<file path="src/rtl/mem_access_unit.sv">
// mem_access_unit: multi-cycle load/store unit between the single-cycle
// datapath and a req/ack data bus. Freezes the core via Stall while a bus
// transfer is in flight; flags misaligned accesses and bus timeouts on a
// sticky Fault.
//
// Optional feature macro: LSU_BYTE_EN (byte loads/stores via MemByte).
//
// Ports:
//   clk, reset            core clock, synchronous active-high reset
//   MemRead, MemWrite     access strobes (both set => write)
//   MemByte               byte access (only with LSU_BYTE_EN)
//   ALUResult, WriteData  byte address and store data
//   ReadData              registered load result, valid in DONE
//   Stall                 combinational core freeze
//   Fault                 sticky misalign/timeout flag
//   bus_req/we/addr/wdata/be  registered bus request
//   bus_ack, bus_rdata    slave completion strobe and read data
module mem_access_unit #(
  parameter int unsigned TIMEOUT = 15
) (
  input  logic        clk,
  input  logic        reset,
  input  logic        MemRead,
  input  logic        MemWrite,
  input  logic        MemByte,
  input  logic [31:0] ALUResult,
  input  logic [31:0] WriteData,
  output logic [31:0] ReadData,
  output logic        Stall,
  output logic        Fault,
  output logic        bus_req,
  output logic        bus_we,
  output logic [31:0] bus_addr,
  output logic [31:0] bus_wdata,
  output logic [3:0]  bus_be,
  input  logic        bus_ack,
  input  logic [31:0] bus_rdata
);

  localparam int unsigned CntW = 8;

  typedef enum logic [1:0] {IDLE, REQ, WAIT, DONE} state_e;

  state_e          state_q, state_d;
  logic [CntW-1:0] cnt_q, cnt_d;
  logic [CntW-1:0] cnt_inc_c;
  logic [31:0]     read_data_q, read_data_d;
  logic            fault_q, fault_d;
  logic            bus_req_q, bus_req_d;
  logic            bus_we_q, bus_we_d;
  logic [31:0]     bus_addr_q, bus_addr_d;
  logic [31:0]     bus_wdata_q, bus_wdata_d;
  logic [3:0]      bus_be_q, bus_be_d;

  logic            access_c;
  logic            is_byte_c;
  logic            misaligned_c;
  logic [3:0]      be_c;
  logic [31:0]     wdata_c;
  logic [31:0]     load_data_c;

`ifdef LSU_BYTE_EN
  logic       byte_q;
  logic [1:0] lane_q;
  logic [7:0] lane_byte_c;

  // Byte flag and lane are stable while stalled; capture them while idle.
  always_ff @(posedge clk) begin
    if (reset) begin
      byte_q <= 1'b0;
      lane_q <= 2'b00;
    end else if (state_q == IDLE) begin
      byte_q <= MemByte;
      lane_q <= ALUResult[1:0];
    end
  end

  // Select the addressed byte lane of the returned word.
  always_comb begin
    lane_byte_c = bus_rdata[7:0];
    unique case (lane_q)
      2'd0: lane_byte_c = bus_rdata[7:0];
      2'd1: lane_byte_c = bus_rdata[15:8];
      2'd2: lane_byte_c = bus_rdata[23:16];
      2'd3: lane_byte_c = bus_rdata[31:24];
      default: lane_byte_c = bus_rdata[7:0];
    endcase
  end

  assign is_byte_c   = MemByte;
  assign be_c        = MemByte ? 4'(4'b0001 << ALUResult[1:0]) : 4'hF;
  assign wdata_c     = MemByte ? {4{WriteData[7:0]}} : WriteData;
  assign load_data_c = byte_q ? {24'd0, lane_byte_c} : bus_rdata;
`else
  logic unused_mem_byte;

  assign unused_mem_byte = MemByte;
  assign is_byte_c       = 1'b0;
  assign be_c            = 4'hF;
  assign wdata_c         = WriteData;
  assign load_data_c     = bus_rdata;
`endif

  assign access_c     = MemRead | MemWrite;
  assign misaligned_c = !is_byte_c && (ALUResult[1:0] != 2'b00);
  assign cnt_inc_c    = cnt_q + CntW'(1);

  // State and registered outputs.
  always_ff @(posedge clk) begin
    if (reset) begin
      state_q     <= IDLE;
      cnt_q       <= '0;
      read_data_q <= '0;
      fault_q     <= 1'b0;
      bus_req_q   <= 1'b0;
      bus_we_q    <= 1'b0;
      bus_addr_q  <= '0;
      bus_wdata_q <= '0;
      bus_be_q    <= '0;
    end else begin
      state_q     <= state_d;
      cnt_q       <= cnt_d;
      read_data_q <= read_data_d;
      fault_q     <= fault_d;
      bus_req_q   <= bus_req_d;
      bus_we_q    <= bus_we_d;
      bus_addr_q  <= bus_addr_d;
      bus_wdata_q <= bus_wdata_d;
      bus_be_q    <= bus_be_d;
    end
  end

  // Next-state, bus request and Stall.
  always_comb begin
    state_d     = state_q;
    cnt_d       = cnt_q;
    read_data_d = read_data_q;
    fault_d     = fault_q;
    bus_req_d   = bus_req_q;
    bus_we_d    = bus_we_q;
    bus_addr_d  = bus_addr_q;
    bus_wdata_d = bus_wdata_q;
    bus_be_d    = bus_be_q;
    Stall       = 1'b0;

    unique case (state_q)
      IDLE: begin
        if (access_c) begin
          Stall = 1'b1;
          if (misaligned_c) begin
            state_d     = DONE;
            fault_d     = 1'b1;
            read_data_d = '0;
          end else begin
            state_d     = REQ;
            cnt_d       = '0;
            bus_req_d   = 1'b1;
            bus_we_d    = MemWrite;
            bus_addr_d  = {ALUResult[31:2], 2'b00};
            bus_wdata_d = wdata_c;
            bus_be_d    = be_c;
          end
        end
      end
      REQ: begin
        Stall   = 1'b1;
        state_d = WAIT;
      end
      WAIT: begin
        Stall = 1'b1;
        // Ack wins over a timeout landing in the same cycle.
        if (bus_ack) begin
          state_d     = DONE;
          bus_req_d   = 1'b0;
          read_data_d = bus_we_q ? 32'd0 : load_data_c;
        end else begin
          cnt_d = cnt_inc_c;
          if (cnt_inc_c == CntW'(TIMEOUT)) begin
            state_d     = DONE;
            bus_req_d   = 1'b0;
            fault_d     = 1'b1;
            read_data_d = '0;
          end
        end
      end
      DONE: begin
        state_d = IDLE;
      end
      default: begin
        state_d = IDLE;
      end
    endcase
  end

  assign ReadData  = read_data_q;
  assign Fault     = fault_q;
  assign bus_req   = bus_req_q;
  assign bus_we    = bus_we_q;
  assign bus_addr  = bus_addr_q;
  assign bus_wdata = bus_wdata_q;
  assign bus_be    = bus_be_q;

endmodule

</file>
<file path="config.mk">
export PLATFORM = sky130hd
export DESIGN_NAME = mem_access_unit
export DESIGN_NICKNAME = d
export VERILOG_FILES = /design/src/rtl/mem_access_unit.sv
export SDC_FILE = /design/constraint.sdc
export NUM_CORES = 1
export LEC_CHECK = 0
export BUFFER_PORTS_ARGS = -buffer_cell sky130_fd_sc_hd__buf_4
export CAP_MARGIN = 20
export CORE_ASPECT_RATIO = 0.8
export CORE_MARGIN = 2
export CORE_UTILIZATION = 47
export CTS_CLUSTER_SIZE = 25
export DETAILED_ROUTE_END_ITERATION = 8
export PLACE_DENSITY = 0.8
export SLEW_MARGIN = 5
export SYNTH_ARGS = -nofsm -noshare
export SYNTH_HDL_FRONTEND = slang
export SYNTH_SLANG_ARGS = --single-unit
</file>
<file path="constraint.sdc">
create_clock -name clk -period 2.44 [get_ports clk]
set_input_delay 0.122 -clock clk [delete_from_list [all_inputs] [get_ports clk]]
set_output_delay 0.122 -clock clk [all_outputs]
set_load 0.02 [all_outputs]
</file>
==> results.env, run 1 <==
DR_DRC_COUNT=0
NETLIST_INSTANCES=541
START_KIND='flop'
FINALWEIGHTEDCONGESTION=0.8418
SYNTHESIS.YOSYS.WARNINGS=0
FINAL_HOLD_VIOL_COUNT=0
FIN_TNS_SETUP_NS=0
DRT-VIAS-PER-INSTANCE=5.324
OUTCOME='completed'
WORSTMARGINPINSLEW_NS=0.6597
CELL_AREA_AFTER_SYNTHESIS_UM2=4577
CLK_LATENCY_NS=0.34
MAX_FREQ_MHz=427.0
GRT_ANTENNA_BEFORE_REPAIR=0
DRT-PASS1-ITER-COUNT=5
GRT_MAX_DEGREE=142
POSTCTSSETUPREPAIRBUFS=0
TIMING.CLOCK.SKEW_NS=0.005598
POST_CTS_HOLD_BUFFER_COUNT=19
PLACEMENTROWS=32
PERIOD_SHARE_PCT=95.98
TRITONCTS_NUM_SINKS=108
WORSTPATHMAXFANOUT=32
SLEW_HEADROOM_PCT=55.83
AREA.GROWTH.SYNTH_TO_FINAL_PCT=45.76
ROUTE.FINAL.WIRE_LENGTH_MM=12.59
POST-LAYOUT-TOTAL-POWER_mW=5.012
STDCELL_AREA_UM2=6671
HOLDCRITPATHCLASS='primary input to flop'
MAXCAPVIOLATIONS=0
DIEHEIGHT_UM=92.27
MOSTFREQUENTLAYOUTCELL='buf_4'
IO_PINS=206
LAYOUT.CELLS.MOST_COMMON_LIST='207 x buf_4, 136 x nand2_1, 108 x dfxtp_1'
CRIT_BUF_INV=1
CRITICALPATHCATEGORY='flop to flop'
CRIT_PATH_MAX_INCR_DELAY_NS=0.51
LAYOUT-DRIVE-GT1-SHARE_PCT=31.89
REPORT.FINAL.SETUP_VIOL=0
VIA_COUNT=4573
PLACEMENT.CELL_AREA_UM2=6158
ANTENNADIODECOUNT=0
GRT_PASS1_WL_MM=20.09
PORT_BUF_INSERTS=202
POSTSYNTHREGISTERBITS=108
FP.DIEW_UM=114.3
DIE_AREA_UM2=10550
GLOBAL_ROUTE.USAGE.TOTAL_PCT=23.36
YS_TYPES=38
START_UTIL_PCT=47.83
FINAL_ANTENNA_NET_COUNT=0
MIN_PERIOD_NS=2.342
TIMING_MAX_TRANSITION_VIOLATIONS_FINAL=0
CRITICAL_PATH_S_TOP_DELAY_FAMILY='simple AND/OR/NAND/NOR gates'
DRT_ITER0_DRC=301
CRIT_REQUIRED_NS=2.67
PEAKVDDDROP_mV=0.5356
CLOCK_SLEW_AT_REPORTED_PATH_FFS_NS=0.07
FIN_WS_NS=0.09818
POWER.DENSITY_CELL_AREA_nW_PER_UM2=751.3
POST_DRT_WL_PER_CELL_UM=14.66
POST_SYNTH.CELL_AREA_AVG_UM2=8.460
REMAINING_OVERFLOW_GRT=0
TOTAL_LEAKAGE_POWER_nW=2.801
RSZ0062_AT_GRT='false'
CTSROOTBUFFERMASTER='clkbuf_16'
DP_HPWL_MM=8.358
CLOCK_TREE.BUFFER_DEPTH=2
WORST-ENDPOINT-ARRIVAL_NS=2.57
CTS.REPAIR.RESIZED=0
CRITICAL_PATH.CELL_CHAIN='ha_1 -> xor2_1 -> nand3b_1 -> or4_4 -> or2_1 -> buf_12 -> a221o_2'
PRECTSSETUPSLACK_NS=0.1253
FINAL_NETS=843
CTS_MADE_BUFFERS=9
FRACTION_OF_THE_YOSYS_AREA_TAKEN_BY_SEQUENTIAL_CELLS_PCT=47.24
CTSHTREEMAXLEVEL=3
FIRST_GLOBAL_VIAS=4304
ENDPOINT_KIND='flop'
CPMAXSTAGEDELAYCELL='or4_4'
CLOCK_TREE_FROM_TRITONCTS='yes'
CORE_AREA_UM2=9569
## where the power goes
| part | switching (mW) | leakage, nW | total [mW] | internal, mW |
|---|---|---|---|---|
| combinational | 0.892 | 1.78 | 1.53 | 0.634 |
| clock | 0.643 | 0.146 | 1.47 | 0.828 |
| sequential | 0.0985 | 0.875 | 2.02 | 1.92 |
## kinds of logic (layout without fill, tap and decap cells)
logic type	Yosys count	count (layout)	share of synthesized area (%)
buffers and inverters	59	257	6.069
xor gates and xnor gates	4	4	0.7656
AOI/OAI and AO/OA	120	120	17.25
adders and majority gates	6	6	1.640
other	1	2	0.08193
DFF	108	108	47.24
and+or+nand+nor	241	241	26.52
muxes	2	2	0.4374
## Yosys cell counts
cell	instances	area share (%)
a32oi_1	1	0.19
or3_1	2	0.27
ha_1	6	1.6
nor4b_2	1	0.33
o211ai_1	1	0.16
or4_4	1	0.25
nand3b_1	3	0.49
o21a_1	1	0.16
inv_1	8	0.66
and2_1	2	0.27
xor2_1	3	0.57
buf_1	4	0.33
o31ai_1	1	0.16
mux2i_1	2	0.44
clkbuf_1	37	3.0
o21ai_0	6	0.66
o311a_2	1	0.25
a21oi_1	72	7.9
nand4_1	1	0.14
conb_1	1	0.082
dfxtp_1	108	47
nor2_1	17	1.4
a211o_1	1	0.19
a221o_1	30	6.6
a22oi_1	2	0.33
buf_4	5	0.82
a221o_2	2	0.49
or2_2	1	0.14
xnor2_1	1	0.19
nand3_1	5	0.55
and3_1	1	0.14
buf_6	5	1.2
nor3b_1	64	10
o21ai_1	2	0.22
nand2b_1	4	0.55
nor3_1	2	0.22
nand2_1	136	11
or2_1	1	0.14
## metal layers
metal	wire length, um	track usage [%]
met1	5306	28.53
met2	6270	40.03
met4	308	9.146
met5	0	0
met3	707	5.155
## final timing paths
check                from      endpoint  slack, ns  depth (start not counted)
max              cnt_q[0]  ReadData[25]        0.1                          7
min reg2reg  bus_addr[28]  bus_addr[28]       0.46                          2
min          bus_rdata[2]   ReadData[2]       0.01                          2
max reg2reg      cnt_q[0]  ReadData[25]        0.1                          7
## layout make-up
type | count | area, um2
Multi-Input combinational cell | 375 | 2163
Clock buffer | 11 | 242.7
Tap cell | 119 | 148.9
Clock inverter | 5 | 60.06
Sequential cell | 108 | 2162
Fill cell | 761 | 2898
Inverter | 8 | 30.03
Timing Repair Buffer | 233 | 1864
## state kept, by name, indices dropped and copies added (netlist names)
name / flops
bus_req: 1
Fault: 1
bus_wdata: 32
bus_addr: 30
state_q: 2
cnt_q: 8
bus_we: 1
ReadData: 32
bus_be: 1
## through the flow
| stage | utilization (%) | hold slack [ns] | instances |
|---|---|---|---|
| floorplan | - | 0.2580 | 542 |
| global placement | 64.36 | 0.3451 | 822 |
| detailed placement | 64.36 | 0.3487 | 822 |
| CTS | 69.51 | 0.0007202 | 857 |
| global route | 69.72 | 0.003003 | 859 |
| finish | 69.72 | 0.01165 | 859 |
Note: power is estimated with default switching activity, not from simulation.
==> inputs of run 2 (changes only) <==
==> constraint.sdc (replaced) <==
create_clock -name clk -period 2.44 [get_ports clk]
set_input_delay 0.61 -clock clk [delete_from_list [all_inputs] [get_ports clk]]
set_output_delay 0.61 -clock clk [all_outputs]
set_load 0.02 [all_outputs]
==> results.env, run 2 (synthesis results as in run 1) <==
FINAL_ANTENNA_NET_COUNT=0  # unchanged
CLOCK_TREE_FROM_TRITONCTS='yes'
DRT-PASS1-ITER-COUNT=5  # unchanged
REPORT.FINAL.SETUP_VIOL=0  # unchanged
HOLDCRITPATHCLASS='flop to flop'
TIMING.HOLD.WORST_ENDPOINT='bus_addr[28]'
CORE_OCCUPANCY_IN_THE_FINISHED_LAYOUT_PCT=67.83  # -1.9 points
REMAINING_OVERFLOW_GRT=0  # unchanged
FINALWEIGHTEDCONGESTION=0.8647  # +2.7%
MAXCAPVIOLATIONS=0  # unchanged
GRT_PASS1_WL_MM=19.09  # -5.0%
CLK_LATENCY_NS=0.34  # about the same
GRT_MAX_DEGREE=142  # unchanged
CLOCK_TREE.BUFFER_DEPTH=2  # unchanged
TIMING.CLOCK.SKEW_NS=0.003780  # -0.001818 ns
TRITONCTS_NUM_SINKS=108  # unchanged
GRT_ANTENNA_BEFORE_REPAIR=0  # unchanged
SLEW_HEADROOM_PCT=62.26  # +6.4 points
GLOBAL_ROUTE.USAGE.TOTAL_PCT=22.04  # -1.3 points
MAX_FREQ_MHz=433.4  # +1.5%
R2R_SETUP_SLK_NS=0.16  # +0.06 ns
CRITICALPATHCATEGORY='flop to output port'
MOSTFREQUENTLAYOUTCELL='buf_4'
WORST_R2R_PATH_DEPTH=7  # unchanged
CELLS_ON_WORST_HOLD_PATH=2  # unchanged
MIN_PERIOD_NS=2.307  # -0.03449 ns
DIE_AREA_UM2=10550  # unchanged
FIN_TNS_SETUP_NS=0  # unchanged
ANTENNADIODECOUNT=0  # unchanged
POST_DRT_WL_PER_CELL_UM=14.13  # -3.6%
DR_DRC_COUNT=0  # unchanged
CRIT_REQUIRED_NS=1.83  # -0.84 ns
START_UTIL_PCT=47.83  # unchanged
CTSROOTBUFFERMASTER='clkbuf_16'
DRT-VIAS-PER-INSTANCE=5.311  # -0.23%
FP.DIEW_UM=114.3  # unchanged
PORT_BUF_INSERTS=202  # unchanged
PERIOD_SHARE_PCT=94.56  # -1.4 points
FINAL_NETS=826  # -2.0%
TOTAL_LEAKAGE_POWER_nW=2.733  # -2.5%
ROUTE.FINAL.WIRE_LENGTH_MM=11.90  # -5.6%
PEAKVDDDROP_mV=0.5950  # +11%
CLOCK_SLEW_AT_REPORTED_PATH_FFS_NS=0.07  # about the same
POWER.DENSITY_CELL_AREA_nW_PER_UM2=766.3  # +2.0%
VIA_COUNT=4472  # -2.2%
DIEHEIGHT_UM=92.27  # unchanged
WORSTMARGINPINSLEW_NS=0.5661  # -0.09361 ns
MIN-DELAY-START='bus_addr[28]'
POST_CTS_HOLD_BUFFER_COUNT=0  # -19
OUTCOME='completed'
DP_HPWL_MM=8.200  # -1.9%
FIRST_GLOBAL_VIAS=4191  # -2.6%
START_KIND='flop'
IO_PINS=206  # unchanged
TIMING_MAX_TRANSITION_VIOLATIONS_FINAL=0  # unchanged
LAYOUT-DRIVE-GT1-SHARE_PCT=33.61  # +1.7 points
CTSHTREEMAXLEVEL=3  # unchanged
DRT_ITER0_DRC=304  # +1.0%
WORSTPATHMAXFANOUT=6  # -81%
REGTOREGSTARTPOINT='cnt_q[0]'
FINAL_HOLD_VIOL_COUNT=0  # unchanged
CORE_AREA_UM2=9569  # unchanged
LAYOUT.CELLS.MOST_COMMON_LIST='211 x buf_4, 136 x nand2_1, 107 x dfxtp_1'
RSZ0062_AT_GRT='false'
HOLD_SLACK_NS=0.4556  # +0.4440 ns
AREA.GROWTH.SYNTH_TO_FINAL_PCT=41.83
PLACEMENTROWS=32  # unchanged
ENDPOINT_KIND='output port'
CTS_MADE_BUFFERS=9  # unchanged
WORST-ENDPOINT-ARRIVAL_NS=1.70  # -0.87 ns
CRITICAL_PATH.REG2REG.ENDPOINT='ReadData[25]'
-- run 2: worst max-delay path, cell delays in order (launching register included) --
cell and delay, ns:
dfxtp_1 0.35, inv_1 0.10, ha_1 0.24, o21ai_1 0.13
buf_4 0.17, a21oi_1 0.19, buf_4 0.17
-- run 2: what timing repair did --
item                                    CTS  global route
resized for setup                         0             2
endpoints found under the setup margin    0            27
buffers inserted                          0             3
-- run 2: where the power goes --
group          internal (mW)  switching, mW  total (mW)
Combinational          0.619          0.883        1.50
Clock                  0.802          0.653        1.46
Sequential              1.92         0.0995        2.02
Total                   3.34           1.64        4.97
-- run 2: how the worst max path moves through the flow --
stage / from / end / slack, ns / cells past startpoint
3_3_place_gp: MemWrite / ReadData[0] / 0.12 / 6
4_1_cts: state_q[1] / ReadData[31] / 0.02 / 7
2_1_floorplan: cnt_q[1] / ReadData[14] / 0.22 / 8
6_report: state_q[1] / Stall / 0.13 / 6
5_1_grt: state_q[1] / Stall / 0.02 / 6
3_5_place_dp: state_q[1] / ReadData[31] / 0.04 / 7
-- run 2: cell type report --
cell class,instances,area [um2]
Clock buffer,9,225.2
Tap cell,119,148.9
Timing Repair Buffer,216,1684
Inverter,8,30.03
Multi-Input combinational cell,375,2166
Fill cell,807,3078
Sequential cell,108,2163
Clock inverter,7,73.82
-- run 2: per-stage QoR --
| stage | instances | setup WS [ns] | cell area, um2 | power [mW] |
|---|---|---|---|---|
| 6_report | 842 | 0.1327 | 6491 | 4.974 |
| 5_1_grt | 842 | 0.02103 | 6491 | 5.221 |
| 4_1_cts | 839 | 0.02007 | 6465 | 5.006 |
| 3_5_place_dp | 823 | 0.04444 | 6166 | 3.550 |
| 3_3_place_gp | 823 | 0.1234 | 6166 | 3.499 |
| 2_1_floorplan | 542 | 0.2153 | 4581 | 2.920 |
-- run 2: routing by layer --
| layer | vias up | global-route usage (%) | wire length [um] |
|---|---|---|---|
| met1 | 2110 | 26.53 | 5274 |
| li1 | 2209 | - | - |
| met2 | 126 | 38.44 | 5836 |
| met3 | 27 | 4.296 | 490 |
| met5 | - | 0 | 0 |
| met4 | 0 | 9.045 | 294 |
==> inputs of run 3 (changes only) <==
--- a/config.mk
+++ b/config.mk
@@ -7,7 +7,7 @@
 export LEC_CHECK = 0
 export BUFFER_PORTS_ARGS = -buffer_cell sky130_fd_sc_hd__buf_4
 export CAP_MARGIN = 20
-export CORE_ASPECT_RATIO = 0.8
+export CORE_ASPECT_RATIO = 0.6
 export CORE_MARGIN = 2
 export CORE_UTILIZATION = 47
 export CTS_CLUSTER_SIZE = 25
@@ -17,3 +17,4 @@
 export SYNTH_ARGS = -nofsm -noshare
 export SYNTH_HDL_FRONTEND = slang
 export SYNTH_SLANG_ARGS = --single-unit
+export TNS_END_PERCENT = 50
==> results.env, run 3 (synthesis results as in run 1) <==
POST_CTS_HOLD_BUFFER_COUNT=0  # unchanged
GLOBAL_ROUTE.USAGE.MET1_PCT=29.56  # +3.0 points
OUTCOME='completed'
FIRST_GLOBAL_VIAS=4261  # +1.7%
CTSROOTBUFFERMASTER='clkbuf_16'
ROUTE.FINAL.WIRE_LENGTH_MM=12.91  # +8.5%
ENDPOINT_KIND='output port'
MAXCAPVIOLATIONS=0  # unchanged
WORSTMARGINPINSLEW_NS=0.5903  # +0.02417 ns
CRITICAL_PATH.CELL_CHAIN='inv_1 -> ha_2 -> o21ai_1 -> buf_4 -> a21oi_1 -> buf_4'
GRT_ANTENNA_BEFORE_REPAIR=0  # unchanged
WORST-ENDPOINT-ARRIVAL_NS=1.70  # about the same
PLACED_CELLS_INCL_TAPS=833  # +1.2%
START_KIND='flop'
DR_DRC_COUNT=0  # unchanged
WORST_R2R_PATH_DEPTH=7  # unchanged
CLOCK_SLEW_AT_REPORTED_PATH_FFS_NS=0.07  # about the same
POST-LAYOUT-TOTAL-POWER_mW=5.088  # +2.3%
GLOBAL_ROUTE.USAGE.TOTAL_PCT=23.70  # +1.7 points
PERIOD_SHARE_PCT=94.60  # about the same
MOSTFREQUENTLAYOUTCELL='buf_4'
TRITONCTS_NUM_SINKS=108  # unchanged
FINAL_ANTENNA_NET_COUNT=0  # unchanged
START_UTIL_PCT=49.09  # +1.3 points
FP.DIEW_UM=131.4  # +15%
AREA.GROWTH.SYNTH_TO_FINAL_PCT=41.88  # about the same
CLOCK_TREE.BUFFER_DEPTH=2  # unchanged
PLACEMENTROWS=27  # -16%
FIN_TNS_SETUP_NS=0  # unchanged
POWER.DENSITY_CELL_AREA_nW_PER_UM2=783.5  # +2.3%
HOLDCRITPATHCLASS='flop to flop'
GRT_PASS1_WL_MM=20.51  # +7.4%
FINALWEIGHTEDCONGESTION=0.8139  # -5.9%
PLACEMENT.CELL_AREA_UM2=6160  # -0.10%
MAX_FREQ_MHz=433.2  # about the same
RSZ0062_AT_GRT='false'
DRT-PASS1-ITER-COUNT=5  # unchanged
REMAINING_OVERFLOW_GRT=0  # unchanged
SLEW_HEADROOM_PCT=60.65  # -1.6 points
DRT-VIAS-PER-INSTANCE=5.313  # about the same
WORSTPATHMAXFANOUT=6  # unchanged
LAYOUT-DRIVE-GT1-SHARE_PCT=33.38  # -0.23 points
GRT_MAX_DEGREE=142  # unchanged
TOTAL_LEAKAGE_POWER_nW=2.723  # -0.34%
DIEHEIGHT_UM=80.44  # -13%
CRITICALPATHCATEGORY='flop to output port'
CORE_AREA_UM2=9324  # -2.6%
MIN_PERIOD_NS=2.308  # +0.0008590 ns
DRT_ITER0_DRC=321  # +5.6%
LAYOUT.CELLS.MOST_COMMON_LIST='210 x buf_4, 136 x nand2_1, 107 x dfxtp_1'
CRIT_REQUIRED_NS=1.83  # about the same
DP_HPWL_MM=8.806  # +7.4%
CLOCK_TREE_FROM_TRITONCTS='yes'
PEAKVDDDROP_mV=0.4200  # -29%
FIN_WS_NS=0.1318  # -0.0008590 ns
STDCELL_COUNT=849  # +0.83%
CELLS_ON_WORST_HOLD_PATH=2  # unchanged
TIMING_MAX_TRANSITION_VIOLATIONS_FINAL=0  # unchanged
TOP_USAGE_LAYER='met2'
FINAL_NETS=824  # -0.24%
ANTENNADIODECOUNT=0  # unchanged
CRIT_PATH_MAX_INCR_DELAY_NS=0.34  # about the same
HOLD_SLACK_NS=0.4538  # -0.001856 ns
CRIT_PATH_FREQUENT_CELL='buf_4'
CPMAXSTAGEDELAYCELL='dfxtp_1'
VIA_COUNT=4511  # +0.87%
GLOBALROUTEMET3UTIL_PCT=6.376  # +2.1 points
POST_DRT_WL_PER_CELL_UM=15.20  # +7.6%
TIMING.CLOCK.SKEW_NS=0.004670  # +0.0008895 ns
PORT_BUF_INSERTS=202  # unchanged
CLK_LATENCY_NS=0.34  # about the same
DIE_AREA_UM2=10570  # +0.20%
REPORT.FINAL.SETUP_VIOL=0  # unchanged
PRECTSSETUPSLACK_NS=0.08595  # +0.04150 ns
FINAL_HOLD_VIOL_COUNT=0  # unchanged
STDCELL_AREA_UM2=6494  # about the same
CTSHTREEMAXLEVEL=3  # unchanged
IO_PINS=206  # unchanged
CTS_MADE_BUFFERS=9  # unchanged
MET2_USAGE_PCT=40.63  # +2.2 points
CORE_OCCUPANCY_IN_THE_FINISHED_LAYOUT_PCT=69.65  # +1.8 points
run 3: changes by cell type in the layout (fill, tap and decap cells not counted), sizes merged:
cell / change
clkbuf: +1
buf: -2
bufinv: +1
inv: -1
clkinvlp: -1
clkinv: -2
run 3: area by class of cell:
cell class | count | area [um2]
repair buffers | 214 | 1657
fillers | 747 | 2830
multi-input cells | 375 | 2168
inverters | 8 | 30.03
clock inverters | 4 | 73.82
clock buffers | 10 | 239.0
flip-flops and latches | 108 | 2163
well taps | 130 | 162.7
run 3: worst paths after layout:
check | startpoint | end | slack (ns)
worst max register to register | cnt_q[0] | ReadData[24] | 0.15
worst min register to register | bus_addr[17] | bus_addr[17] | 0.45
worst min-delay path | bus_addr[17] | bus_addr[17] | 0.45
worst max-delay path | state_q[0] | Stall | 0.13
run 3: critical path, delay by kind of cell, from the launching register on:
family          cells  cell delay, ns
fa+ha+maj           1            0.23
compound gates      2            0.32
flops               1            0.34
buf+inv             3            0.46
run 3: routing by layer:
layer  wire [um]  vias to the layer above  part of all wire (%)
li1            -                     2199                     -
met1        5647                     2154                    44
met2        6331                      147                    49
met3         808                       11                   6.3
met4         121                        0                  0.94
met5           0                        -                     0
run 3: report_power, final:
part           internal (mW)  total (mW)  switching, mW
logic                  0.611        1.51          0.903
clock network          0.919        1.55          0.635
registers               1.92        2.02          0.103
total                   3.45        5.09           1.64
run 3: what timing repair did:
item	CTS	global route
endpoints found under the setup margin	0	33
setup buffers	0	2
gates resized for setup	0	3
